$ cat src/rtl/pipe_skid_reg.sv
// pipe_skid_reg: two-entry elastic pipeline stage with a valid/ready handshake
// and a synchronous flush. It decouples upstream stall timing from the
// downstream operand muxes. ready_o is decoded from registered state only, so
// there is no combinational path from ready_i to ready_o.
// Optional build macro: PIPE_PERF_CNT_EN adds saturating stall/flush counters.
module pipe_skid_reg #(
    parameter int size = 32
) (
    input  logic            clk_i,
    input  logic            rst_i,
    input  logic [size-1:0] data_i,
    input  logic            valid_i,
    output logic            ready_o,
    input  logic            flush_i,
    output logic [size-1:0] data_o,
    output logic            valid_o,
    input  logic            ready_i
`ifdef PIPE_PERF_CNT_EN
    ,
    output logic [15:0]     stall_cnt_o,
    output logic [15:0]     flush_cnt_o
`endif
);

    typedef enum logic [1:0] {
        ST_EMPTY = 2'd0,
        ST_ONE   = 2'd1,
        ST_FULL  = 2'd2
    } state_t;

    state_t          state_reg, state_next;
    logic [size-1:0] main_reg, main_next;
    logic [size-1:0] skid_reg, skid_next;
    logic            in_xfer;
    logic            out_xfer;

    // Handshake outputs come straight from the registered state
    assign ready_o  = (state_reg != ST_FULL);
    assign valid_o  = (state_reg != ST_EMPTY);
    assign data_o   = main_reg;
    assign in_xfer  = valid_i & ready_o;
    assign out_xfer = valid_o & ready_i;

    // State and data registers; async reset clears all buffered words
    always_ff @(posedge clk_i or negedge rst_i) begin
        if (!rst_i) begin
            state_reg <= ST_EMPTY;
            main_reg  <= '0;
            skid_reg  <= '0;
        end else begin
            state_reg <= state_next;
            main_reg  <= main_next;
            skid_reg  <= skid_next;
        end
    end

    // Next-state and data steering; flush empties the stage but keeps data contents
    always_comb begin
        state_next = state_reg;
        main_next  = main_reg;
        skid_next  = skid_reg;
        if (flush_i) begin
            state_next = ST_EMPTY;
        end else begin
            case (state_reg)
                ST_EMPTY: begin
                    if (in_xfer) begin
                        state_next = ST_ONE;
                        main_next  = data_i;
                    end
                end
                ST_ONE: begin
                    if (in_xfer && out_xfer) begin
                        main_next = data_i;
                    end else if (in_xfer) begin
                        state_next = ST_FULL;
                        skid_next  = data_i;
                    end else if (out_xfer) begin
                        state_next = ST_EMPTY;
                    end
                end
                ST_FULL: begin
                    // No word can enter here because ready_o is low
                    if (out_xfer) begin
                        state_next = ST_ONE;
                        main_next  = skid_reg;
                    end
                end
                default: begin
                    state_next = ST_EMPTY;
                end
            endcase
        end
    end

`ifdef PIPE_PERF_CNT_EN
    logic [15:0] stall_cnt_reg;
    logic [15:0] flush_cnt_reg;

    assign stall_cnt_o = stall_cnt_reg;
    assign flush_cnt_o = flush_cnt_reg;

    // Saturating counters; only reset clears them, a flush does not
    always_ff @(posedge clk_i or negedge rst_i) begin
        if (!rst_i) begin
            stall_cnt_reg <= '0;
            flush_cnt_reg <= '0;
        end else begin
            if (valid_o && !ready_i && (stall_cnt_reg != 16'hFFFF)) begin
                stall_cnt_reg <= stall_cnt_reg + 16'd1;
            end
            if (flush_i && (flush_cnt_reg != 16'hFFFF)) begin
                flush_cnt_reg <= flush_cnt_reg + 16'd1;
            end
        end
    end
`else
    // Counters are not built; the datapath above is unaffected
`endif

endmodule
$ cat config.mk
export PLATFORM = sky130hd
export DESIGN_NAME = pipe_skid_reg
export DESIGN_NICKNAME = d
export VERILOG_FILES = /design/src/rtl/pipe_skid_reg.sv
export SDC_FILE = /design/constraint.sdc
export NUM_CORES = 1
export LEC_CHECK = 0
export ABC_AREA = 1
export CORE_ASPECT_RATIO = 1.5
export CORE_UTILIZATION = 50
export CTS_CLUSTER_DIAMETER = 150
export CTS_CLUSTER_SIZE = 14
export DETAILED_ROUTE_END_ITERATION = 16
export GPL_TIMING_DRIVEN = 0
export PLACE_DENSITY = 0.92
export SLEW_MARGIN = 25
export SYNTH_ARGS = -nofsm -noshare
export SYNTH_HDL_FRONTEND = slang
export SYNTH_SLANG_ARGS = --single-unit
$ cat constraint.sdc
create_clock -name clk_i -period 1.7 [get_ports clk_i]
set_input_delay 0.34 -clock clk_i [delete_from_list [all_inputs] [get_ports clk_i]]
set_output_delay 0.34 -clock clk_i [all_outputs]
set_load 0.05 [all_outputs]
==> Yosys cells after proc, flatten, opt, wreduce, memory -nomap -nowiden <==
Cells that the tools add are included.
{ "word_totals": {"ff_bits": 66, "latch_bits": 0, "mem_bits_rw": 0, "romBits": 0, "wordCells": 35, "memories": 0} }
{ "classes": {"add_sub_neg": 0, "multipliers": 0, "div_mod_pow": 0, "n_lt_le_gt_ge": 0, "eq_ne": 10, "n_shift": 0, "n_mux": 11, "bitwise": 4, "reduce_logical": 7} }
{ "ops": {"columns": ["op", "count"], "rows": [
  ["2-to-1 mux 32 bit", 3],
  ["one-hot mux 32 bit (3 select lines)", 1],
  ["2-to-1 mux 2 bit", 6],
  ["inequality test 3 bit, second input constant", 3],
  ["inequality test 2 bit, second input constant", 4],
  ["AND reduction 4 bit", 2],
  ["one-hot mux 2 bit (3 select lines)", 1],
  ["AND reduction 5 bit", 1],
  ["inequality test 4 bit, second input constant", 1],
  ["nonzero test 3 bit", 1],
  ["bitwise AND 1 bit", 2],
  ["== test 2 x 1 -> 1 bit, second input constant", 1],
  ["== test 2 bit, second input constant", 1],
  ["zero test 2 bit", 1],
  ["inverter 1 bit", 2],
  ["nonzero test 2 bit", 1],
  ["logical AND 1 bit", 1]
]} }

==> Logic depth before layout (Yosys ltp) <==
Gate-level depths: netlist of the first run.
{ "depth": {"depth_word": 7, "depth_mapped": 8, "ltp_nobuf": 6} }

==> Least setup slack after synthesis of the first run <==
OpenSTA, ideal clock, no wires.
{ "synth_timing": {"kind": "register to register", "startpoint": "reg state_reg[1]", "endpoint": "reg skid_reg[22]", "setup_time_ns": 0.116, "arrival_ns": 1.256, "t_required_ns": 1.584, "setup_slack_ns": 0.328, "stages_incl_launch_ff": 9, "path_buffers": 2, "synth_period_minus_slack_ns": 1.372, "cell_sequence": "dfrtp_1 > buf_4 > nor2_2 > inv_2 > nand2_2 > nand2_2 > buf_2 > nand2_1 > nand2_1"} }
{ "synth_via": {"elab_chain_len": 5, "word_cells_on_any_way": 8, "cone_classes": "eq/ne (2); bitwise (3); reduce/logical (3)"} }
{ "synth_rtl": {"columns": ["element", "line_no", "rtl"], "rows": [
  ["from (decl)", "31", "state_t state_reg, state_next;"],
  ["from (signal assigned)", "51", "state_reg <= state_next;"],
  ["nonzero test 2 bit", "39", "assign valid_o = (state_reg != ST_EMPTY);"],
  ["net valid_o", "16", "output logic valid_o,"],
  ["bitwise AND 1 bit", "42", "assign out_xfer = valid_o & ready_i;"],
  ["logical AND 1 bit", "73", "if (in_xfer && out_xfer) begin"],
  ["inverter 1 bit (no line)", null, null],
  ["AND reduction 4 bit (no line)", null, null],
  ["to (signal assigned)", "53", "skid_reg <= skid_next;"],
  ["to (decl)", "33", "logic [size-1:0] skid_reg, skid_next;"]
]} }
The timed path passes the listed nets, and every way through them passes these cells.
A chain may end at the register's enable or synchronous reset.

==> Final worst setup path of the first run <==
{ "layout_timing": {"startpoint": "reg state_reg[1]", "endpoint": "out valid_o"} }
{ "layout_via": {"elab_chain_len": 1} }
{ "layout_rtl": {"columns": ["element", "line_no"], "rows": [
  ["nonzero test 2 bit", "39"],
  ["to (decl)", "16"]
]} }
Every way passes these cells.

==> flow_summary.toml, run 1 <==
[run_status]
outcome = "finished clean"

[cells_and_area]
antennaDiodeCount = 0
layout.cells.non_filler = 571
drive_gt1_frac = 0.107
fill_cells = 478
syn2layout_area_growth_pct = 32.1
stdcell_area_um2 = 4140
nets = 531
final_cell_mix = "198 x nand2_1, 98 x nand3_1, 65 x dfrtp_1, 35 x clkdlybuf4s50_1, 32 x dlygate4sd2_1"
layout_commonest_cell = "nand2_1"

[clocking]
tritoncts = "yes"
clock-sinks = 66
root_buffer = "clkbuf_8"
h-tree-depth = 3
clockBufferDepth = 2
cts_made_buffers = 9
clk_latency_ns = 0.36
path_clk_slew_ns = 0.07

[timing]
setup_violations = 0
max_slew_margin = 0.665
finClkSkew_ns = 0.0104
maxClockFrequency_ghz = 0.589
hold_violations = 0
fin_hold_ws_ns = 0.421
slew_viol_final = 0
final.setup.tns_ns = 0
setup_slack_ns = 0.00157
post-route-min-period_ns = 1.70
tightest_slew_ns = 0.504
timing.final.crit_share = 0.999

[placed_design]
placed_area_um2 = 3940
place.gp.congestion = 0.849
place.detailed.hpwl_mm = 5.59
portBuffers = 70
dpl.cell_count = 555
preCtsSetupSlack_ns = -0.393

[route]
routedWlPerCell_um = 15.0
post_drt_via_cell_ratio = 5.58
drc_errors = 0
num_vias = 3184
drtIter0Drc = 209
finalWirelength_mm = 8.59
drt_pass1_iterations = 5
drtAntennaViolNets = 0

[synth]
syn_nets = 447
synth-simple-area-share = 0.415
synthXorXnorAreaFrac = 0
synth_compound_area_frac = 0.00719
seq_area_frac_synth = 0.527
syn_area_um2 = 3130
yosysUniqueCellTypes = 18
synth_fa_ha_area_frac = 0
synth_seq_cells = 66
synth.avg_cell_area_um2 = 7.64
synth_top_family_by_area = "simple AND/OR/NAND/NOR gates"
synthCells = 410
synth_mux_area_frac = 0
yosysWarningCount = 0

[global_route]
busiest_layer = "met2"
use_met1 = 0.337
grt_overflow_total = 0
grt_pass1_wl_mm = 14.0
grt_max_degree = 43
met3_usage = 0.0683
grt_pass1_vias = 3118
antenna_found_initial = 0
grt_usage = 0.286
use_met2 = 0.451

[worst_setup_path]
critPathArrivalTime_ns = 1.36
critPathRequiredTime_ns = 1.36
timing_worst_setup_path_type = "register to primary output"
end_kind = "primary output"
critPathMaxFanout = 10
r2r_setup_slack_ns = 0.12
cp-start-kind = "register"

[die]
core.rowCount = 35
start_util = 0.515
ios = 71
core_um2 = 6090
die_h_um = 99.0
die-area_um2 = 6590
die_width_um = 66.6

[min_path]
hold_path_class = "primary input to async pin"

[power]
cellLeakagePower_nw = 2.27
powerDensity_nw_per_um2 = 1430
peakVddDrop_mv = 0.958

[flow_run]
max_cap_violations = 0
cells in the mapped netlist:
master | number | area (um2)
o31ai_1 | 1 | 7.51
o21ai_0 | 1 | 5.00
buf_4 | 1 | 7.51
nand2_2 | 3 | 18.8
a21oi_1 | 1 | 5.00
buf_2 | 22 | 110
nand3_2 | 1 | 10.0
nand2_1 | 198 | 743
o21ai_1 | 1 | 5.00
nor2_2 | 3 | 18.8
inv_2 | 2 | 7.51
dfrtp_1 | 66 | 1650
nand2_4 | 1 | 11.3
buf_1 | 1 | 3.75
clkbuf_1 | 4 | 15.0
nor2_1 | 2 | 7.51
nand3_1 | 98 | 490
inv_1 | 4 | 15.0
path summary, 6_finish.rpt:
| kind | start | endpoint | cells after the start |
|---|---|---|---|
| max reg2reg | state_reg[1] | data_o[9] | 7 |
| min in group clk_i | skid_reg[27] | skid_reg[27] | 2 |
| max | state_reg[1] | valid_o | 4 |
| max in group asynchronous | rst_i | state_reg[0] | 3 |
| min | rst_i | data_o[2] | 2 |
| min reg2reg | skid_reg[27] | skid_reg[27] | 2 |
worst max-delay path: stages (launching register included):
cell and delay, ns:
dfrtp_1 0.38, buf_4 0.20, nor2_2 0.17, inv_2 0.07, buf_4 0.19
cells by family (layout without fill, tap and decap cells):
group / count (synthesis) / after routing
AND/OR/NAND/NOR: 306 / 306
flip-flops: 66 / 66
buffers and inverters: 34 / 121
AO/OA/AOI/OAI: 4 / 4
layout make-up:
type / instances / area [um2] / share of cell area
Multi-Input combinational cell: 310 / 1330 / 0.322
Inverter: 6 / 25.0 / 0.00605
Tap cell: 74 / 92.6 / 0.0224
Sequential cell: 66 / 1650 / 0.399
Buffer: 28 / 146 / 0.0354
Timing Repair Buffer: 73 / 698 / 0.169
Clock inverter: 3 / 40.0 / 0.00968
Clock buffer: 11 / 151 / 0.0366
timing repair:
action | CTS | global route
endpoints found under the setup margin | 34 | 2
pin swaps | 0 | 0
hold endpoints to repair | 24 | 0
setup buffers | 0 | 1
hold buffers | 1 | 0
resized for setup | 48 | 5
per-layer routing:
metal,share of wire,routed length (um)
met1,0.38,3290
met2,0.51,4390
met3,0.055,476
met4,0.051,437
met5,0,0
metrics by stage:
stage / utilization / power, mW
2_1_floorplan: - / 3.90
3_3_place_gp: 0.645 / 4.64
3_5_place_dp: 0.648 / 4.72
4_1_cts: 0.675 / 5.89
5_1_grt: 0.680 / 6.24
6_report: 0.680 / 5.93
where the power goes:
group          switching [mW]  internal, mW
clock                   0.587         0.735
sequential              0.311          2.12
combinational            1.55         0.630
Power figures use the tool's default switching activity.
==> run 2, diff against run 1 <==
ABC_AREA = not set   (was 1)
CORE_ASPECT_RATIO = 1.25   (was 1.5)
==> flow_summary.toml, run 2 <==
[run_status]
outcome = "finished with violations"
violations = "design-rule violations"

[timing]
tightest_slew_ns = 0.535
maxClockFrequency_ghz = 0.599
slew_viol_final = 0
hold_violations = 0
finClkSkew_ns = 0.00811
rsz0062_at_grt = "true"
max_slew_margin = 0.645
timing.final.crit_share = 0.981
setup_slack_ns = 0.0317
setup_violations = 0
final.setup.tns_ns = 0
post-route-min-period_ns = 1.67

[synth]
synth.avg_cell_area_um2 = 16.0
synth.most_common_cell = "mux2_2"
ys_top_cells_by_count = "77 x mux2_2, 66 x dfrtp_1, 11 x mux2_1, 8 x mux2_4, 7 x buf_6"
syn_area_um2 = 3010
yosysTopAreaCell = "dfrtp_1"
synth-edff-count = 0
yosys_most_used_dff = "dfrtp_1"
synthTopCellsByArea = "dfrtp_1 55%, mux2_2 29%, mux2_1 4.1%, mux2_4 4.0%, buf_6 2.6%"
syn_nets = 225
async_reset_ff_frac = 1.00
yosysWarningCount = 0
yosysUniqueCellTypes = 20
seq_area_frac_synth = 0.549
synth_seq_cells = 66
synthCells = 188
synth_top_area_frac = 0.549

[power]
p_int_mw = 3.24
p_total_mw = 4.90
cellLeakagePower_nw = 1.84
peakVddDrop_mv = 0.712
swShare = 0.340
switchingPower_mw = 1.67
seq_power_share = 0.435
combPwrFrac = 0.302
powerDensity_nw_per_um2 = 1190
pwr-share-clk = 0.263

[route]
post_drt_via_cell_ratio = 5.31
routedWlPerCell_um = 17.2
drt_pass1_iterations = 12
finalWirelength_mm = 6.07
drtAntennaViolNets = 0
num_vias = 1880
drc_errors = 6
drtIter0Drc = 91

[global_route]
grt_overflow_total = 0
grt_pass1_wl_mm = 9.25
antenna_found_initial = 0
grt_max_degree = 35
grt_pass1_vias = 1834
grt_usage = 0.198

[worst_setup_path]
cp_slowest_cell = "dfrtp_2"
slowest_delay_ns = 0.46
path_delay_family = "flip-flops"
startpoint = "state_reg[1]"
cp-endpoint = "data_o[29]"
r2r_start = "state_reg[1]"
timing_worst_setup_path_type = "register to register"
worstPathCellList = "nor2b_4 -> nand2_2 -> a21oi_4 -> buf_6 -> mux2_1"
cp.depth = 5
rr_endpoint = "data_o[29]"
critPathArrivalTime_ns = 1.88
end_kind = "register"
r2r_cells = 5
critPathMaxFanout = 10
r2r_setup_slack_ns = 0.03
cp-start-kind = "register"
critPathRequiredTime_ns = 1.92
worst-path-buf-inv = 1

[cells_and_area]
syn2layout_area_growth_pct = 37.0
seq_area_um2 = 1650
multi_input_area_um2 = 1250
final_cell_mix = "75 x mux2_2, 64 x dfrtp_1, 33 x clkdlybuf4s50_1, 32 x dlygate4sd2_1"
drive_gt1_frac = 0.479
fill_cells = 400
post-route-util = 0.709
nets = 320
layout_commonest_cell = "mux2_2"
antennaDiodeCount = 0

[clocking]
cts_made_buffers = 9
tritoncts = "yes"
h-tree-depth = 3
clockBufferDepth = 2
path_clk_slew_ns = 0.08
root_buffer = "clkbuf_8"
clock-sinks = 66
clk_latency_ns = 0.33

[placed_design]
portBuffers = 70
preCtsSetupSlack_ns = -0.510
place.gp.congestion = 0.698
place.detailed.hpwl_mm = 3.89

[die]
ios = 71
start_util = 0.517
die-area_um2 = 6330
die_width_um = 71.4
core_um2 = 5820
core.rowCount = 31
die_h_um = 88.7

[min_path]
hold_path_class = "primary input to register"
worstHoldStart = "ready_i"

[flow_run]
max_cap_violations = 0
run 2: cell count changes after synthesis, moves of 4 or more:
cell      change
mux2_2       +77
nand3_1      -98
nand2_1     -197
clkbuf_1      -4
mux2_1       +11
buf_6         +7
mux2_4        +8
buf_2        -22
run 2: worst min path at each step:
stage / to / cells past startpoint
after floorplan: data_o[0] / 0
after global placement: skid_reg[2] / 1
after detailed placement: data_o[1] / 1
after CTS: skid_reg[28] / 1
after global routing: state_reg[1] / 2
final: state_reg[1] / 2
run 2: logic make-up after synthesis:
kind of cell	count (synthesis)	synth area share
AND/OR/NAND/NOR	10	0.0250
multiplexers	96	0.369
buffers and inverters	11	0.0424
flip-flops	66	0.549
AO/OA/AOI/OAI	5	0.0146
run 2: timing repair:
item	4_1_cts	5_1_grt
setup buffers	3	10
setup endpoints to repair	94	65
gates resized for setup	46	13
endpoints found under the hold margin	32	0
hold buffers	1	0
pin swaps	1	2
gates cloned	0	1
run 2: final cells by class:
cell class,count,area share
clock inverter,7,0.0170
multi-input combinational,111,0.304
tap,66,0.0200
clock buffer,9,0.0300
timing repair buffer,86,0.200
sequential,66,0.401
inverter,1,0.000910
buffer,8,0.0267
run 2: metal layers:
metal | vias up | GRT usage | wire length (um)
met5 | - | 0 | 0
met4 | 0 | 0.0873 | 78
met3 | 9 | 0.0467 | 346
met2 | 54 | 0.332 | 3110
met1 | 951 | 0.244 | 2540
li1 | 866 | - | -
run 2: power groups by stage:
stage | Clock [mW] | Combinational, mW | Sequential [mW]
global placement | 0 | 1.53 | 2.13
global route | 1.38 | 1.56 | 2.18
detailed placement | 0 | 1.57 | 2.16
CTS | 1.31 | 1.47 | 2.13
finish | 1.29 | 1.48 | 2.13
floorplan | 0 | 0.479 | 2.68
run 2: per-stage QoR:
stage	hold slack [ns]	area [um2]	std cells
after CTS	0.490	4000	345
after global routing	0.310	4120	354
after global placement	0.461	3790	324
after floorplan	0.0444	3010	188
final	0.284	4120	354
after detailed placement	0.314	3810	325
==> run 3, diff against run 2 <==
CAP_MARGIN = 5   (was not set)
HOLD_SLACK_MARGIN = 0.02   (was not set)
REMOVE_ABC_BUFFERS = 1   (was not set)
==> flow_summary.toml, run 3 (synthesized netlist as in run 2, its figures left out) <==
[run_status]
outcome = "finished with violations"
violations = "design-rule violations"

[cells_and_area]
post-route-util = 0.732
final_cell_mix = "64 x dfrtp_1, 58 x mux2_2, 34 x dlygate4sd2_1, 33 x clkdlybuf4s50_1, 28 x mux2_4"
fill_cells = 379
layout_commonest_cell = "dfrtp_1"
drive_gt1_frac = 0.475
syn2layout_area_growth_pct = 41.6
antennaDiodeCount = 0
nets = 316
layout.cells.non_filler = 350

[global_route]
grt_pass1_vias = 2017
grt_max_degree = 37
grt_overflow_total = 0
antenna_found_initial = 0
grt_usage = 0.202
grt_pass1_wl_mm = 9.55

[clocking]
clockBufferDepth = 2
cts_made_buffers = 9
root_buffer = "clkbuf_8"
tritoncts = "yes"
clk_latency_ns = 0.34
h-tree-depth = 3
path_clk_slew_ns = 0.08
clock-sinks = 66

[timing]
setup_violations = 0
final.setup.tns_ns = 0
fin_hold_ws_ns = 0.457
setup_slack_ns = 0.0110
post-route-min-period_ns = 1.69
slew_viol_final = 0
hold_violations = 0
tightest_slew_ns = 0.514
rsz0062_at_grt = "true"
finClkSkew_ns = 0.00952
max_slew_margin = 0.658
maxClockFrequency_ghz = 0.592
timing.final.crit_share = 0.994

[route]
finalWirelength_mm = 6.13
drc_errors = 4
routedWlPerCell_um = 17.5
drt_pass1_iterations = 10
num_vias = 1845
post_drt_via_cell_ratio = 5.27
drtAntennaViolNets = 0
drtIter0Drc = 74

[worst_setup_path]
timing_worst_setup_path_type = "register to primary output"
critPathMaxFanout = 8
end_kind = "primary output"
critPathArrivalTime_ns = 1.35
critPathRequiredTime_ns = 1.36
cp-start-kind = "register"

[flow_run]
max_cap_violations = 0

[die]
die-area_um2 = 6330
die_h_um = 88.7
start_util = 0.517
ios = 71
core.rowCount = 31
core_um2 = 5820
die_width_um = 71.4

[placed_design]
place.detailed.hpwl_mm = 3.69
preCtsSetupSlack_ns = -0.890
place.gp.congestion = 0.680
portBuffers = 70
dpl.cell_count = 319

[power]
powerDensity_nw_per_um2 = 1210
cellLeakagePower_nw = 1.90
peakVddDrop_mv = 0.759

[min_path]
hold_path_class = "primary input to register"
## run 3: report_power, final
part / leakage, nW / internal, mW / switching [mW]
Sequential: 0.793 / 1.95 / 0.189
Clock: 0.109 / 0.867 / 0.601
Combinational: 1.00 / 0.688 / 0.875
## run 3: what timing repair did
item / in CTS / in global routing
hold buffers: 1 / 0
endpoints found under the setup margin: 98 / 43
setup buffers: 5 / 7
endpoints found under the hold margin: 30 / 0
pin swaps: 2 / 2
gates resized for setup: 75 / 10
gates cloned: 1 / 2
## run 3: path summary, 6_finish.rpt
kind                              start            to  slack (ns)  cells after the start
max                        state_reg[0]       ready_o        0.01                      4
min                             ready_i  state_reg[1]        0.46                      2
max reg2reg                state_reg[0]    data_o[18]        0.01                      7
min reg2reg                 skid_reg[9]   skid_reg[9]        0.49                      1
max in group asynchronous         rst_i  state_reg[1]        0.69                      3
min in group asynchronous         rst_i    data_o[23]        0.47                      2
## run 3: critical path: stages, from the launching register on
cell and delay, ns:
dfrtp_2 0.48, nor2b_4 0.18, clkbuf_16 0.18, inv_4 0.03, buf_8 0.14
## run 3: cell type report
type | count | area (um2) | share of cell area
inverter | 1 | 6.26 | 0.00147
tap | 66 | 82.6 | 0.0194
clock buffer | 10 | 138 | 0.0323
multi-input combinational | 111 | 1330 | 0.312
sequential | 66 | 1650 | 0.388
timing repair buffer | 90 | 965 | 0.226
clock inverter | 6 | 88.8 | 0.0208
## run 3: routing by layer
metal	global-route usage	vias to the layer above	wire (um)
met5	0	-	0
met4	0.113	0	107
met3	0.0456	11	262
met2	0.336	49	3030
met1	0.243	929	2730
li1	-	856	-
## run 3: through the flow
stage	power, mW	cell area [um2]
2_1_floorplan	3.13	2890
3_5_place_dp	3.72	3780
5_1_grt	5.40	4260
6_report	5.17	4260
3_3_place_gp	3.64	3670
4_1_cts	5.18	4140
